==> src/rtl/timer_ctl_if.sv <==
// Register/tick/interrupt bundle for timer_ctl. The slave modport is the timer
// side and the master modport is the CPU/test side. dbg_state mirrors the FSM.
interface timer_ctl_if #(parameter int WIDTH = 16);
  logic             WR;
  logic [1:0]       ADDR;
  logic [WIDTH-1:0] DIN;
  logic [WIDTH-1:0] DOUT;
  logic             TICK;
  logic             IACK;
  logic [WIDTH-1:0] CNT;
  logic             TC;
  logic             IRQ;
  logic [1:0]       dbg_state;

  // WR is a single-cycle strobe with no back-pressure: every cycle that has
  // WR=1 is one accepted write, committed at the edge that samples it.
  modport slave (
    input  WR, ADDR, DIN, TICK, IACK,
    output DOUT, CNT, TC, IRQ, dbg_state
  );

  modport master (
    output WR, ADDR, DIN, TICK, IACK,
    input  DOUT, CNT, TC, IRQ, dbg_state
  );
endinterface

==> src/rtl/timer_ctl.sv <==
// Interval timer sequencer: reload/control registers, load/run/done FSM, terminal
// count and level IRQ. Define TIMCTL_PRESCALE_EN to add the 4-bit tick prescaler.
module timer_ctl #(
  parameter int WIDTH = 16
) (
  input  logic        MasterClock,
  input  logic        RESET,
  timer_ctl_if.slave  bus
);

  typedef enum logic [1:0] {
    S_IDLE = 2'd0,
    S_LOAD = 2'd1,
    S_RUN  = 2'd2,
    S_DONE = 2'd3
  } state_t;

  state_t           state_q, state_d;
  logic [WIDTH-1:0] reload_q;
  logic [7:0]       ctrl_q;
  logic [7:0]       ctrl_wdata;
  logic [WIDTH-1:0] cnt_q;
  logic             tc_q;
  logic             irq_q;

  logic reload_wr, ctrl_wr, irq_clr_wr;
  logic run_active, qtick, count_en, wrap, do_load;

  assign reload_wr  = bus.WR && (bus.ADDR == 2'd0);
  assign ctrl_wr    = bus.WR && (bus.ADDR == 2'd1);
  assign irq_clr_wr = bus.WR && (bus.ADDR == 2'd2);

  // A control write in RUN restarts or stops the timer, so it suppresses counting.
  assign run_active = (state_q == S_RUN) && !ctrl_wr;

`ifdef TIMCTL_PRESCALE_EN
  logic [3:0] presc_q;

  assign ctrl_wdata = {bus.DIN[7:4], 1'b0, bus.DIN[2:0]};
  assign qtick      = bus.TICK && (presc_q == ctrl_q[7:4]);

  always_ff @(posedge MasterClock) begin
    if (RESET) begin
      presc_q <= 4'd0;
    end else if (state_q == S_LOAD) begin
      presc_q <= 4'd0;
    end else if (run_active && bus.TICK) begin
      presc_q <= qtick ? 4'd0 : presc_q + 4'd1;
    end
  end
`else
  assign ctrl_wdata = {5'd0, bus.DIN[2:0]};
  assign qtick      = bus.TICK;
`endif

  assign count_en = run_active && qtick;
  assign wrap     = count_en && (cnt_q == {WIDTH{1'b1}});
  assign do_load  = (state_q == S_LOAD) && (state_d == S_RUN);

  always_comb begin
    state_d = state_q;
    if (ctrl_wr) begin
      state_d = bus.DIN[0] ? S_LOAD : S_IDLE;
    end else if (!ctrl_q[0]) begin
      state_d = S_IDLE;
    end else begin
      case (state_q)
        S_IDLE:  state_d = S_LOAD;
        S_LOAD:  state_d = S_RUN;
        S_RUN:   state_d = (wrap && ctrl_q[1]) ? S_DONE : S_RUN;
        S_DONE:  state_d = S_DONE;
        default: state_d = S_IDLE;
      endcase
    end
  end

  always_ff @(posedge MasterClock) begin
    if (RESET) begin
      state_q  <= S_IDLE;
      reload_q <= '0;
      ctrl_q   <= 8'd0;
      cnt_q    <= '0;
      tc_q     <= 1'b0;
      irq_q    <= 1'b0;
    end else begin
      state_q <= state_d;
      if (reload_wr) reload_q <= bus.DIN;
      if (ctrl_wr)   ctrl_q   <= ctrl_wdata;

      // Load/reload always uses the reload value held before this edge.
      if (do_load) begin
        cnt_q <= reload_q;
      end else if (wrap) begin
        cnt_q <= ctrl_q[1] ? '0 : reload_q;
      end else if (count_en) begin
        cnt_q <= cnt_q + 1'b1;
      end

      tc_q <= wrap;

      // Set beats clear when both land in the same cycle.
      if (wrap && ctrl_q[2]) begin
        irq_q <= 1'b1;
      end else if (bus.IACK || irq_clr_wr) begin
        irq_q <= 1'b0;
      end
    end
  end

  always_comb begin
    bus.DOUT = '0;
    case (bus.ADDR)
      2'd0:    bus.DOUT = reload_q;
      2'd1:    bus.DOUT = {{(WIDTH-8){1'b0}}, ctrl_q};
      2'd2:    bus.DOUT = {{(WIDTH-3){1'b0}}, irq_q, state_q};
      default: bus.DOUT = cnt_q;
    endcase
  end

  assign bus.CNT       = cnt_q;
  assign bus.TC        = tc_q;
  assign bus.IRQ       = irq_q;
  assign bus.dbg_state = state_q;

endmodule

==> src/flat_wrapper.sv <==
// flat-port wrapper written by rule: the top's interface ports become plain ports
module timer_ctl_flat 
#(
  parameter int WIDTH = 16
)
  (MasterClock, RESET, bus_WR, bus_ADDR, bus_DIN, bus_TICK, bus_IACK, bus_DOUT, bus_CNT, bus_TC, bus_IRQ, bus_dbg_state);
  timer_ctl_if #(.WIDTH(WIDTH)) bus_i ();
  input  logic MasterClock;
  input  logic RESET;
  input wire logic [$bits(bus_i.WR)-1:0] bus_WR;
  input wire logic [$bits(bus_i.ADDR)-1:0] bus_ADDR;
  input wire logic [$bits(bus_i.DIN)-1:0] bus_DIN;
  input wire logic [$bits(bus_i.TICK)-1:0] bus_TICK;
  input wire logic [$bits(bus_i.IACK)-1:0] bus_IACK;
  output wire logic [$bits(bus_i.DOUT)-1:0] bus_DOUT;
  output wire logic [$bits(bus_i.CNT)-1:0] bus_CNT;
  output wire logic [$bits(bus_i.TC)-1:0] bus_TC;
  output wire logic [$bits(bus_i.IRQ)-1:0] bus_IRQ;
  output wire logic [$bits(bus_i.dbg_state)-1:0] bus_dbg_state;
  assign bus_i.WR = bus_WR;
  assign bus_i.ADDR = bus_ADDR;
  assign bus_i.DIN = bus_DIN;
  assign bus_i.TICK = bus_TICK;
  assign bus_i.IACK = bus_IACK;
  assign bus_DOUT = bus_i.DOUT;
  assign bus_CNT = bus_i.CNT;
  assign bus_TC = bus_i.TC;
  assign bus_IRQ = bus_i.IRQ;
  assign bus_dbg_state = bus_i.dbg_state;
  timer_ctl #(.WIDTH(WIDTH)) u_core (.MasterClock(MasterClock), .RESET(RESET), .bus(bus_i));
endmodule
==> config.mk <==
export PLATFORM = sky130hd
export DESIGN_NAME = timer_ctl_flat
export DESIGN_NICKNAME = d
export VERILOG_FILES = /design/src/rtl/timer_ctl_if.sv /design/src/rtl/timer_ctl.sv /design/src/flat_wrapper.sv
export SDC_FILE = /design/constraint.sdc
export NUM_CORES = 1
export LEC_CHECK = 0
export CORE_AREA = 2 2 77 79
export CTS_BUF_LIST = sky130_fd_sc_hd__clkbuf_16
export DETAILED_ROUTE_END_ITERATION = 10
export DIE_AREA = 0 0 79 81
export GPL_TIMING_DRIVEN = 0
export PLACE_DENSITY = 0.72
export SYNTH_ARGS = -nofsm -noshare
export SYNTH_HDL_FRONTEND = slang
export SYNTH_SLANG_ARGS = --single-unit
==> constraint.sdc <==
create_clock -name MasterClock -period 5.25 [get_ports MasterClock]
set_clock_uncertainty 0.15 [all_clocks]
set_input_delay 1.05 -clock MasterClock [delete_from_list [all_inputs] [get_ports MasterClock]]
set_output_delay 1.05 -clock MasterClock [all_outputs]
set_load 0.1 [all_outputs]
==> run_results.csv <==
group,metric,value,unit
critical_path,critPathRequiredTime,4050,ps
drt,wirelength,6860,um
critical_path,rr_startpoint,"u_core.bus.CNT[0]$_SDFFE_PP0P_",
logic_synthesis,synth_top_flop_cell,"dfxtp_1",
clock_tree,clock_latency,290,ps
floorplanning,io_pins,59,
sta,finalSetupViolations,0,
clock_tree,tritoncts,"yes",
logic_synthesis,ys_warn_count,0,
critical_path,crit_type,"in2out",
clock_tree,cts_max_level,2,
power_and_ir_drop,power.density,255,nW/um^2
run_status,status,"finished clean",
logic_synthesis,syn_area,2180,sq um
sta,timing.slew.headroom,34.4,%
clock_tree,cts_hold_buf,0,
power_and_ir_drop,p_leak,1.04,nW
job,drv_cap,0,
logic_synthesis,syn_nets,291,
drt,drc,0,
critical_path,critPathLaunchType,"input port",
layout,layout_commonest_cell,"clkdlybuf4s50_1",
drt,drt-initial-drc-count,225,
drt,drt_pass1_iterations,4,
placement,post-place-ws,263,ps
sta,period_share,94.3,%
drt,ant_nets,0,
global_routing,grt.total_usage,22.5,%
clock_tree,clockBufferDepth,2,
global_routing,grt-ovfl-total,0,
placement,dpl.hpwl,4900,um
clock_tree,postCtsSetupBuffers,0,
clock_tree,cts_sinks,39,
placement,dp_cells,399,
placement,portBuffers,57,
floorplanning,core_area,5680,sq um
floorplanning,die-area,6400,sq um
layout,area_growth,39.4,%
floorplanning,die_y,81,um
layout,n_antenna_cell,0,
layout,fin_util,53.4,%
logic_synthesis,netlist_instances,267,
logic_synthesis,synthDistinctLibCells,53,
drt,wl_per_cell,16.9,um
layout,layout_common_cells,"clkdlybuf4s50_1, nand2_1, dfxtp_1",
global_routing,grt_pass1_vias,2231,
global_routing,grt_first_pass_wirelength,11100,um
clock_tree,clk_pin_slew,60,ps
critical_path,cp.arrival,3750,ps
power_and_ir_drop,ir_drop,0.176,mV
power_and_ir_drop,fin_total_pwr,0.000772,W
clock_tree,numCtsBuffers,5,
critical_path,r2r_cells,6,
critical_path,cp_max_fo,10,
worst_hold_path,hold_depth,2,
critical_path,r2r-end,"u_core.bus.CNT[5]$_SDFFE_PP0P_",
logic_synthesis,yosysSeqAreaShare,35.9,%
sta,setup_slack,301,ps
sta,clock.fmax,0.202,GHz
global_routing,antenna_found_initial,0,
sta,period_needed,4950,ps
clock_tree,root_buffer,"clkbuf_16",
sta,slew_viol_final,0,
worst_hold_path,hold_end,"u_core.bus.IRQ$_SDFFE_PP0P_",
sta,rsz0062_at_grt,"no",
logic_synthesis,synth_edf_count,0,
logic_synthesis,syn_area_per_cell,8.15,sq um
clock_tree,cts_resized,0,
placement,gp_congestion,0.887,
floorplanning,dieWidth,79,um
logic_synthesis,async_reset_ff_share,0,%
critical_path,r2r_slack,2650,ps
drt,vias,2264,
logic_synthesis,synth-seq-cells,39,
sta,hold_violations,0,
floorplanning,fp-row-count,28,
sta,worst_slew_pin_slew,981,ps
worst_hold_path,min_from,"u_core.ctrl_q[2]$_SDFFE_PP0P_",
drt,viasPerCell,5.56,
floorplanning,start_util,38.3,%
global_routing,grt_max_degree,14,
layout,final_net_count,355,
sta,final.setup.tns,0,ps
critical_path,end_kind,"primary output",
layout,stdcell_count,407,
layout,drive_gt1_share,8.73,%
worst_hold_path,hold_path.class,"reg2reg",
## cells by family after synthesis
group | synth area share (%)
and+or+nand+nor | 28.4
AOI/OAI and AO/OA | 22.4
DFF | 35.9
buffers and inverters | 4.60
xor gates and xnor gates | 3.22
muxes | 5.00
adders and majority gates | 0.575
## cells in the mapped netlist (3+ instances only)
library cell / instances / share of area [%]
mux4_2: 3 / 3.1
nand4_1: 5 / 1.4
nor2b_1: 3 / 0.86
nor2_1: 18 / 3.1
xor2_1: 7 / 2.8
o21ai_0: 6 / 1.4
a21oi_1: 23 / 5.3
and2_1: 4 / 1.1
nand3_1: 9 / 2.1
nor4_1: 5 / 1.4
buf_4: 4 / 1.4
a22o_1: 13 / 5.2
clkbuf_1: 10 / 1.7
a31oi_1: 6 / 1.7
nor3_1: 6 / 1.4
mux2i_1: 3 / 1.4
nand3b_1: 3 / 1.0
dfxtp_1: 39 / 36
nand2_1: 47 / 8.1
a22oi_1: 8 / 2.8
or4_1: 3 / 1.0
buf_2: 4 / 0.92
## critical path: stages
cell             delay [ps]
clkdlybuf4s50_1         620
and2_1                  240
clkbuf_1                450
a22o_1                  240
clkdlybuf4s50_1        1140
## through the flow
stage          instance area [sq um]  hold slack [ps]
3_3_place_gp                    2840              309
6_report                        3030              324
3_5_place_dp                    2840              314
5_1_grt                         3030              352
4_1_cts                         3030              322
2_1_floorplan                   2180              295
## how the worst max path moves through the flow
stage | startpoint | to | depth (start not counted)
2_1_floorplan | bus_ADDR[1] | bus_DOUT[10] | 4
3_3_place_gp | bus_ADDR[0] | bus_DOUT[14] | 5
3_5_place_dp | bus_ADDR[0] | bus_DOUT[12] | 5
4_1_cts | bus_ADDR[0] | bus_DOUT[14] | 5
5_1_grt | bus_ADDR[0] | bus_DOUT[14] | 5
6_report | bus_ADDR[0] | bus_DOUT[14] | 5
## sequential cells by signal, indices dropped and copies added, names as in the netlist
name / flops
u_core.bus.CNT: 16
u_core.bus.IRQ: 1
u_core.bus.TC: 1
u_core.bus.dbg_state: 2
u_core.ctrl_q: 3
u_core.reload_q: 16
## final cells by class
cell class                 count  area, sq um
buffer                        19         92.6
clock buffer                   5          125
clock inverter                 3         67.6
fill                         557         2640
inverter                       2         7.51
multi-input combinational    207         1290
sequential                    39          781
tap                           75         93.8
timing repair buffer          57          571
## power breakdown
part | switching, W | leakage [nW] | internal (W) | total (W)
Combinational | 0.0000386 | 0.630 | 0.0000273 | 0.0000660
Sequential | 0.00000622 | 0.315 | 0.000301 | 0.000307
Clock | 0.000127 | 0.0900 | 0.000272 | 0.000399
## metal layers
layer	vias to the layer above	GRT usage (%)	part of all wire (%)	routed length, um
li1	1106	-	-	-
met1	1057	29.9	43	2980
met2	91	36.7	47	3240
met3	10	4.44	7.9	541
met4	0	7.76	1.5	102
met5	-	0	0	0
(Power assumes the default switching activity.)
